## src/rtl/adc_dac_spi_bridge_pkg.sv

```systemverilog
// Shared definitions for the ADC-FIFO to SPI-DAC bridge: FSM states,
// SPI master register map and command-word packing.
package adc_dac_spi_bridge_pkg;

  localparam int unsigned ADR_W  = 8;
  localparam int unsigned DATA_W = 32;
  localparam int unsigned CMD_W  = 34;

  typedef enum logic [3:0] {
    INIT_DIV  = 4'd0,
    INIT_CTRL = 4'd1,
    IDLE      = 4'd2,
    POP       = 4'd3,
    LATCH     = 4'd4,
    WR_TX     = 4'd5,
    WR_SS     = 4'd6,
    WR_GO     = 4'd7,
    WAIT_INT  = 4'd8
  } state_t;

  localparam logic [ADR_W-1:0] ADR_TX0  = 8'h00;
  localparam logic [ADR_W-1:0] ADR_CTRL = 8'h10;
  localparam logic [ADR_W-1:0] ADR_DIV  = 8'h14;
  localparam logic [ADR_W-1:0] ADR_SS   = 8'h18;

  localparam int unsigned CTRL_GO_BIT = 8;
  localparam logic [1:0]  CMD_WR      = 2'b01;

  // Register-write command word as seen by the SPI master command port.
  function automatic logic [CMD_W-1:0] cmd_pack(input logic [DATA_W-1:0] data);
    return {CMD_WR, data};
  endfunction

endpackage

```

## src/rtl/adc_dac_spi_bridge_adc_to_dac_code.sv

```systemverilog
// ADC sample to DAC code conversion (combinational).
// Ports: sample_i - raw ADC sample; code_c - DAC code (top DAC_W bits,
// MSB inverted for two's-complement input to give offset binary).
module adc_dac_spi_bridge_adc_to_dac_code
  import adc_dac_spi_bridge_pkg::*;
#(
  parameter int unsigned ADC_W     = 16,
  parameter int unsigned DAC_W     = 14,
  parameter bit          SIGNED_IN = 1'b1
) (
  input  logic [ADC_W-1:0] sample_i,
  output logic [DAC_W-1:0] code_c
);

  localparam logic [DAC_W-1:0] MSB_MASK =
    SIGNED_IN ? (DAC_W'(1) << (DAC_W - 1)) : '0;

  // LSBs below DAC resolution are intentionally dropped.
  logic unused_c;
  assign unused_c = ^sample_i;

  assign code_c = sample_i[ADC_W-1 -: DAC_W] ^ MSB_MASK;

endmodule

```

## src/rtl/adc_dac_spi_bridge.sv

```systemverilog
// Multi-channel ADC FIFO to SPI DAC forwarder.
// Initialises the SPI master (DIVIDE, CTRL), then services N_CH FIFOs
// round-robin: pop, convert, write TX0 / SS / CTRL+GO, wait for int_o.
// Ports: clk, rst (sync, active-high), en, empty/adc_dat_i (FIFO side),
// rd_en (pop), adr/cmd_word/cmd_stb/cmd_ack (register command port),
// int_o (transfer done), busy, cur_ch. All outputs registered.
module adc_dac_spi_bridge
  import adc_dac_spi_bridge_pkg::*;
#(
  parameter int unsigned ADC_W     = 16,
  parameter int unsigned DAC_W     = 14,
  parameter int unsigned N_CH      = 2,
  parameter bit          SIGNED_IN = 1'b1,
  parameter logic [31:0] DIVIDER   = 32'h0,
  parameter logic [31:0] CTRL_BASE = 32'h0000_3010,
  localparam int unsigned CH_W     = (N_CH > 1) ? $clog2(N_CH) : 1
) (
  input  logic                  clk,
  input  logic                  rst,
  input  logic                  en,
  input  logic [N_CH-1:0]       empty,
  input  logic [N_CH*ADC_W-1:0] adc_dat_i,
  output logic [N_CH-1:0]       rd_en,
  output logic [ADR_W-1:0]      adr,
  output logic [CMD_W-1:0]      cmd_word,
  output logic                  cmd_stb,
  input  logic                  cmd_ack,
  input  logic                  int_o,
  output logic                  busy,
  output logic [CH_W-1:0]       cur_ch
);

  localparam logic [DATA_W-1:0] CTRL_GO = CTRL_BASE | (DATA_W'(1) << CTRL_GO_BIT);

  state_t            state_q, state_d;
  logic [N_CH-1:0]   rd_en_q, rd_en_d;
  logic [ADR_W-1:0]  adr_q, adr_d;
  logic [CMD_W-1:0]  cmd_word_q, cmd_word_d;
  logic              cmd_stb_q, cmd_stb_d;
  logic              busy_q, busy_d;
  logic [CH_W-1:0]   cur_ch_q, cur_ch_d;

  logic [ADC_W-1:0]  sample_c;
  logic [DAC_W-1:0]  code_c;
  logic              ch_empty_c;
  logic [CH_W-1:0]   next_ch_c;
  logic              accepted_c;

  adc_dac_spi_bridge_adc_to_dac_code #(
    .ADC_W    (ADC_W),
    .DAC_W    (DAC_W),
    .SIGNED_IN(SIGNED_IN)
  ) u_conv (
    .sample_i(sample_c),
    .code_c  (code_c)
  );

  // Current-channel views of the FIFO side and round-robin successor.
  always_comb begin
    sample_c   = '0;
    ch_empty_c = 1'b1;
    for (int unsigned c = 0; c < N_CH; c++) begin
      if (cur_ch_q == CH_W'(c)) begin
        sample_c   = adc_dat_i[c*ADC_W +: ADC_W];
        ch_empty_c = empty[c];
      end
    end
    next_ch_c = (cur_ch_q == CH_W'(N_CH - 1)) ? '0 : cur_ch_q + CH_W'(1);
  end

  // Next-state and registered-output logic.
  always_comb begin
    state_d    = state_q;
    rd_en_d    = '0;
    adr_d      = adr_q;
    cmd_word_d = cmd_word_q;
    cmd_stb_d  = cmd_stb_q;
    cur_ch_d   = cur_ch_q;
    accepted_c = cmd_stb_q && cmd_ack;

    // A completed handshake always returns the command port to idle.
    if (accepted_c) begin
      cmd_stb_d  = 1'b0;
      adr_d      = '0;
      cmd_word_d = '0;
    end

    case (state_q)
      INIT_DIV: begin
        if (!cmd_stb_q) begin
          cmd_stb_d  = 1'b1;
          adr_d      = ADR_DIV;
          cmd_word_d = cmd_pack(DIVIDER);
        end else if (accepted_c) begin
          state_d = INIT_CTRL;
        end
      end
      INIT_CTRL: begin
        if (!cmd_stb_q) begin
          cmd_stb_d  = 1'b1;
          adr_d      = ADR_CTRL;
          cmd_word_d = cmd_pack(CTRL_BASE);
        end else if (accepted_c) begin
          state_d = IDLE;
        end
      end
      IDLE: begin
        if (en) begin
          if (!ch_empty_c) begin
            state_d = POP;
            rd_en_d = N_CH'(1) << cur_ch_q;
          end else begin
            cur_ch_d = next_ch_c;
          end
        end
      end
      POP: state_d = LATCH;
      // FIFO data is valid now; the TX command is issued straight from it.
      LATCH: begin
        cmd_stb_d  = 1'b1;
        adr_d      = ADR_TX0;
        cmd_word_d = cmd_pack(DATA_W'(code_c));
        state_d    = WR_TX;
      end
      WR_TX: begin
        if (accepted_c) state_d = WR_SS;
      end
      WR_SS: begin
        if (!cmd_stb_q) begin
          cmd_stb_d  = 1'b1;
          adr_d      = ADR_SS;
          cmd_word_d = cmd_pack(DATA_W'(1) << cur_ch_q);
        end else if (accepted_c) begin
          state_d = WR_GO;
        end
      end
      WR_GO: begin
        if (!cmd_stb_q) begin
          cmd_stb_d  = 1'b1;
          adr_d      = ADR_CTRL;
          cmd_word_d = cmd_pack(CTRL_GO);
        end else if (accepted_c) begin
          state_d = WAIT_INT;
        end
      end
      WAIT_INT: begin
        if (int_o) begin
          cur_ch_d = next_ch_c;
          state_d  = IDLE;
        end
      end
      default: begin
        state_d    = INIT_DIV;
        cmd_stb_d  = 1'b0;
        adr_d      = '0;
        cmd_word_d = '0;
      end
    endcase

    busy_d = (state_d != IDLE);
  end

  always_ff @(posedge clk) begin
    if (rst) begin
      state_q    <= INIT_DIV;
      rd_en_q    <= '0;
      adr_q      <= '0;
      cmd_word_q <= '0;
      cmd_stb_q  <= 1'b0;
      busy_q     <= 1'b1;
      cur_ch_q   <= '0;
    end else begin
      state_q    <= state_d;
      rd_en_q    <= rd_en_d;
      adr_q      <= adr_d;
      cmd_word_q <= cmd_word_d;
      cmd_stb_q  <= cmd_stb_d;
      busy_q     <= busy_d;
      cur_ch_q   <= cur_ch_d;
    end
  end

  assign rd_en    = rd_en_q;
  assign adr      = adr_q;
  assign cmd_word = cmd_word_q;
  assign cmd_stb  = cmd_stb_q;
  assign busy     = busy_q;
  assign cur_ch   = cur_ch_q;

endmodule

```

## config.mk

```make
export PLATFORM = sky130hd
export DESIGN_NAME = adc_dac_spi_bridge
export DESIGN_NICKNAME = d
export VERILOG_FILES = /design/src/rtl/adc_dac_spi_bridge_pkg.sv /design/src/rtl/adc_dac_spi_bridge_adc_to_dac_code.sv /design/src/rtl/adc_dac_spi_bridge.sv
export SDC_FILE = /design/constraint.sdc
export NUM_CORES = 1
export LEC_CHECK = 0
export ABC_CLOCK_PERIOD_IN_PS = 2150
export BUFFER_PORTS_ARGS = -buffer_cell sky130_fd_sc_hd__buf_2
export CORE_MARGIN = 4
export CORE_UTILIZATION = 39
export DETAILED_ROUTE_END_ITERATION = 6
export PLACE_DENSITY = 0.64
export SLEW_MARGIN = 20
export SYNTH_ARGS = -nofsm -noshare
export SYNTH_HDL_FRONTEND = slang
export SYNTH_HIERARCHICAL = 1
export SYNTH_SLANG_ARGS = --single-unit
```

## constraint.sdc

```tcl
create_clock -name clk -period 2.15 [get_ports clk]
set_clock_uncertainty 0.05 [all_clocks]
set_input_delay 0 -clock clk [delete_from_list [all_inputs] [get_ports clk]]
set_output_delay 0 -clock clk [all_outputs]
set_load 0.05 [all_outputs]
```

; ---- Yosys cells after proc, flatten, opt, wreduce, memory -nomap -nowiden
; Cells that the tools add are included.
[op_classes]
addsub = 1
n_mul = 0
n_div = 0
magnitude_cmp = 0
eq_ne = 12
shifts = 2
n_mux = 34
bitwise = 3
n_reduce_logical = 8
[op_table]
columns = op, count
row1 = $pmux W34 S6, 1
row2 = $mux W34, 5
row3 = $mux W4, 12
row4 = $pmux W4 S9, 1
row5 = $mux W8, 4
row6 = $pmux W8 S4, 1
row7 = $shl A1 B1 Y32 const A, 1
row8 = $eq A4 B3 Y1 const B, 4
row9 = $mux W16, 1
row10 = $reduce_or A4 Y1, 3
row11 = $eq A4 B2 Y1 const B, 2
row12 = $mux W1, 7
row13 = $ne A2 B2 Y1 const B, 3
row14 = $eq A4 B1 Y1 const B, 1
row15 = $eq A4 B4 Y1 const B, 1
row16 = $logic_not A4 Y1, 1
row17 = $ne A4 B2 Y1 const B, 1
row18 = $reduce_and A4 Y1, 1
row19 = $not A1 Y1, 3
row20 = $pmux W1 S3, 1
row21 = $pmux W1 S2, 1
row22 = $reduce_bool A2 Y1, 1
row23 = $reduce_or A2 Y1, 1
row24 = $shl A1 B1 Y2 const A, 1
row25 = 2 further kinds, 2
[totals]
register_bits = 51
latch_bits = 0
mem_bits_rw = 0
rom_bits = 0
in_bits = 39
output_inout_bits = 47
n_memories = 0

; ---- Longest topological paths before layout
[depth]
ltp_word = 5
ltp_mapped = 6

; ---- Modules after synthesis
; Netlist, hierarchy kept.
[by_module_without_submodules]
columns = mod, n_inst, cells_per_inst, area_each_um2, seq_area_each_um2
row1 = adc_dac_spi_bridge, 1, 225, 2198.4, 1021.0
row2 = adc_dac_spi_bridge_adc_to_dac_code, 1, 14, 101.3, 0.0

; ---- Worst setup path after synthesis
; Ideal clock, no wire load.
[synth_path]
kind = register -> register
from = reg cur_ch_q (netlist: cur_ch)
to = reg cmd_word_q[8] (netlist: cmd_word[8])
setup_time_ps = 125
arrival_time_ps = 1858
required_time_ps = 1975
slack_ps = 117
path_stages_with_launch = 6
synth_period_minus_slack_ps = 2033
path_cell_list = dfxtp_1 clkbuf_1 mux2_2 buf_4 a221oi_1 nor3_1
[synth_via]
elab_cells_between_ends = 4
cone_classes = 1 x shift / 3 x mux
[synth_rtl]
columns = element, line
row1 = start: declaration, adc_dac_spi_bridge.sv:41  ; logic [CH_W-1:0] cur_ch_q, cur_ch_d;
row2 = start signal: assignment, adc_dac_spi_bridge.sv:179  ; cur_ch_q <= cur_ch_d;
row3 = $mux W16, adc_dac_spi_bridge.sv:63  ; if (cur_ch_q == CH_W'(c)) begin
row4 = via sample_c[10], adc_dac_spi_bridge.sv:43  ; logic [ADC_W-1:0] sample_c;
row5 = $pmux W34 S6, adc_dac_spi_bridge.sv:88  ; case (state_q)
row6 = end signal: assignment, adc_dac_spi_bridge.sv:176  ; cmd_word_q <= cmd_word_d;
row7 = end: declaration, adc_dac_spi_bridge.sv:38  ; logic [CMD_W-1:0] cmd_word_q, cmd_word_d;
; The timed path passes the listed nets, and every way through them passes these cells.
; A chain may end at the register's enable or synchronous reset.

; ---- Worst setup path after layout
[layout_path]
from = reg state_q[0]
to = reg rd_en_q[0] (netlist: rd_en[0])
[layout_via]
elab_chain_len = 3
[layout_lines]
columns = element, line
row1 = start: declaration, adc_dac_spi_bridge.sv:35  ; state_t state_q, state_d;
row2 = start signal: assignment, adc_dac_spi_bridge.sv:173  ; state_q <= state_d;
row3 = $eq A4 B2 Y1, adc_dac_spi_bridge.sv:88
row4 = $not A1 Y1 (no source line), n/a
row5 = $reduce_or A4 Y1 (no source line), n/a
row6 = end signal: assignment, adc_dac_spi_bridge.sv:174  ; rd_en_q <= rd_en_d;
row7 = end: declaration, adc_dac_spi_bridge.sv:36  ; logic [N_CH-1:0] rd_en_q, rd_en_d;
; No other way between the ends.

==> metrics.yaml <==
cp_max_fo: 20
crit_path_top_delay_cell: "dlygate4sd3_1"
first_pass_iters: 4
syn_inst: 237
cp_cell_sequence: "nor2b_1 > nand3_1 > nor4_1 > dlygate4sd3_1"
ctsRootBufferMaster: "clkbuf_8"
cts_tree: "yes"
cp.required_ns: 2.35
outcome: "complete, no violations"
syn_area_um2: 2280
dieArea_um2: 7130
grt_max_degree: 33
rsz0062_at_grt: "false"
clkPwrFrac_pct: 29.4
r2r_cells: 4
nFillCells: 523
ant_nets: 0
startpoint_type: "flop"
clk_latency_ns: 0.30
intPower_uw: 1320
area_growth_pct: 31.9
fin_tns_setup_ns: 0
viasPerCell: 4.93
finalNetCount: 368
htreeDepth: 2
rows: 27
dr_wl_met2_um: 2820
rr_endpoint: "rd_en[0]"
fin_crit_sh_pct: 89.6
met1_length_um: 2550
multi_input_area_um2: 1050
hold_start: "cmd_ack"
whs_path_depth: 4
start_util_pct: 40.9
min_to: "cmd_stb"
worstPathArrival_ns: 2.13
overflow: 0
met3WireLength_um: 292
dieHeight_um: 84.4
routedWlPerCell_um: 14.3
layout-drive-gt1-share_pct: 37.7
final_cell_area_um2: 3000
vdd_drop_max_mv: 0.337
timing.fmax_mhz: 519
ios: 86
grt_pass1_vias: 1924
coreArea_um2: 5570
p_leak_uw: 0.00139
routed_wl_um: 5730
p_comb_share_pct: 16.3
grt_pass1_wl_um: 9390
critPathLaunch: "state_q[0]"
grt_use_total_pct: 16.3
top_layer: "met4"
setup_viol: 0
drv_cap: 0
min-delay-path-class: "input pin to flop"
grt_antenna_before_repair: 0
post-route-drc-count: 0
cpPeakStageDelay_ns: 0.57
swShare_pct: 28.0
insertedDiodeCount: 0
die_w_um: 84.4
hold_viol: 0
seq_area_um2: 1020
maxSlewViolCount: 0
rr_startpoint: "state_q[0]"
dp.final_hpwl_um: 4020
cts_buffers: 5
slew_headroom_pct: 58.3
vias: 1975
yosysWarnings: 6
io_buffers: 81
cts.clk_slew.worst_paths_ns: 0.09
path_class: "flop to flop"
drtIter0Drc: 92
synth_nets: 276
avgSynthCellArea_um2: 9.61
power.density_nw_per_um2: 612
place_congestion: 0.851
p_seq_share_pct: 54.2
worstMarginPinSlew_ns: 0.625
worst_setup_path_end_kind: "flop"
r2r_slack_ns: 0.22
fin_crit_ns: 1.93
clock-sinks: 51
clk_path_buf_depth: 2
dpl-instance-area_um2: 2680
p_sw_uw: 514
==> power groups by stage <==
stage / Clock, uW / Sequential, uW / Combinational [uW]
after floorplan: 0 / 1050 / 165
after global placement: 0 / 1020 / 263
after detailed placement: 0 / 1020 / 266
after CTS: 559 / 997 / 299
after global routing: 598 / 1000 / 326
final: 541 / 997 / 300
==> placed cells by master, fill, tap and decap left out, types with 4 or more instances in the layout <==
cell type / n
buf_2: 81
dfxtp_1: 49
and2_1: 25
dlygate4sd3_1: 24
nor2_1: 15
mux2_2: 14
a21oi_1: 13
a22o_1: 9
buf_4: 7
o21ai_0: 6
inv_1: 6
nor2b_1: 5
nand2_1: 5
nor3_1: 5
clkbuf_8: 5
or2_2: 4
o2bb2ai_1: 4
==> per-stage QoR <==
step	total power (uW)	setup slack (ns)	cells	util (%)	hold slack, ns
finish	1840	0.225	401	53.9	0.0372
global route	1930	0.0263	401	53.9	0.100
CTS	1850	0.0526	401	53.8	0.0344
detailed placement	1280	0.301	370	48.0	0.162
global placement	1280	0.322	370	48.0	0.158
floorplan	1220	0.117	237	-	0.0287
==> cell type report <==
| class | instances | share of cell area (%) |
|---|---|---|
| sequential | 51 | 34.1 |
| inverter | 6 | 0.750 |
| clock inverter | 2 | 0.458 |
| clock buffer | 5 | 2.29 |
| tap | 72 | 3.00 |
| timing repair buffer | 114 | 24.6 |
| multi-input combinational | 151 | 34.8 |
==> routing by layer <==
metal	GRT usage [%]	vias up
met4	5.18	0
met3	3.53	6
met2	27.6	61
met1	20.8	900
li1	-	1008
met5	0	-
==> worst max path at each step <==
stage	endpoint	slack [ns]	depth (start not counted)
floorplan	cmd_word[8]	0.12	5
finish	rd_en[0]	0.22	4
detailed placement	cmd_word[10]	0.30	5
global route	rd_en[0]	0.03	4
CTS	cmd_word[1]	0.05	4
global placement	cmd_word[5]	0.32	5
==> what timing repair did <==
| action | 4_1_cts | 5_1_grt |
|---|---|---|
| endpoints found under the hold margin | 15 | 0 |
| buffers inserted | 0 | 0 |
| resized for setup | 0 | 2 |
| setup endpoints to repair | 0 | 5 |
| hold buffers | 24 | 0 |
==> sequential cells by signal (all words and copies together), names as in the netlist <==
register	flops
rd_en	2
adr	8
state_q	4
busy	1
cmd_word	34
cur_ch	1
cmd_stb	1
==> critical path: cells and delay by family, from the launching register on <==
| family | cells | cell delay, ns |
|---|---|---|
| simple gates | 3 | 0.74 |
| buf+inv | 1 | 0.57 |
| flops | 1 | 0.51 |
No activity file was read; power rests on OpenSTA's default activity.
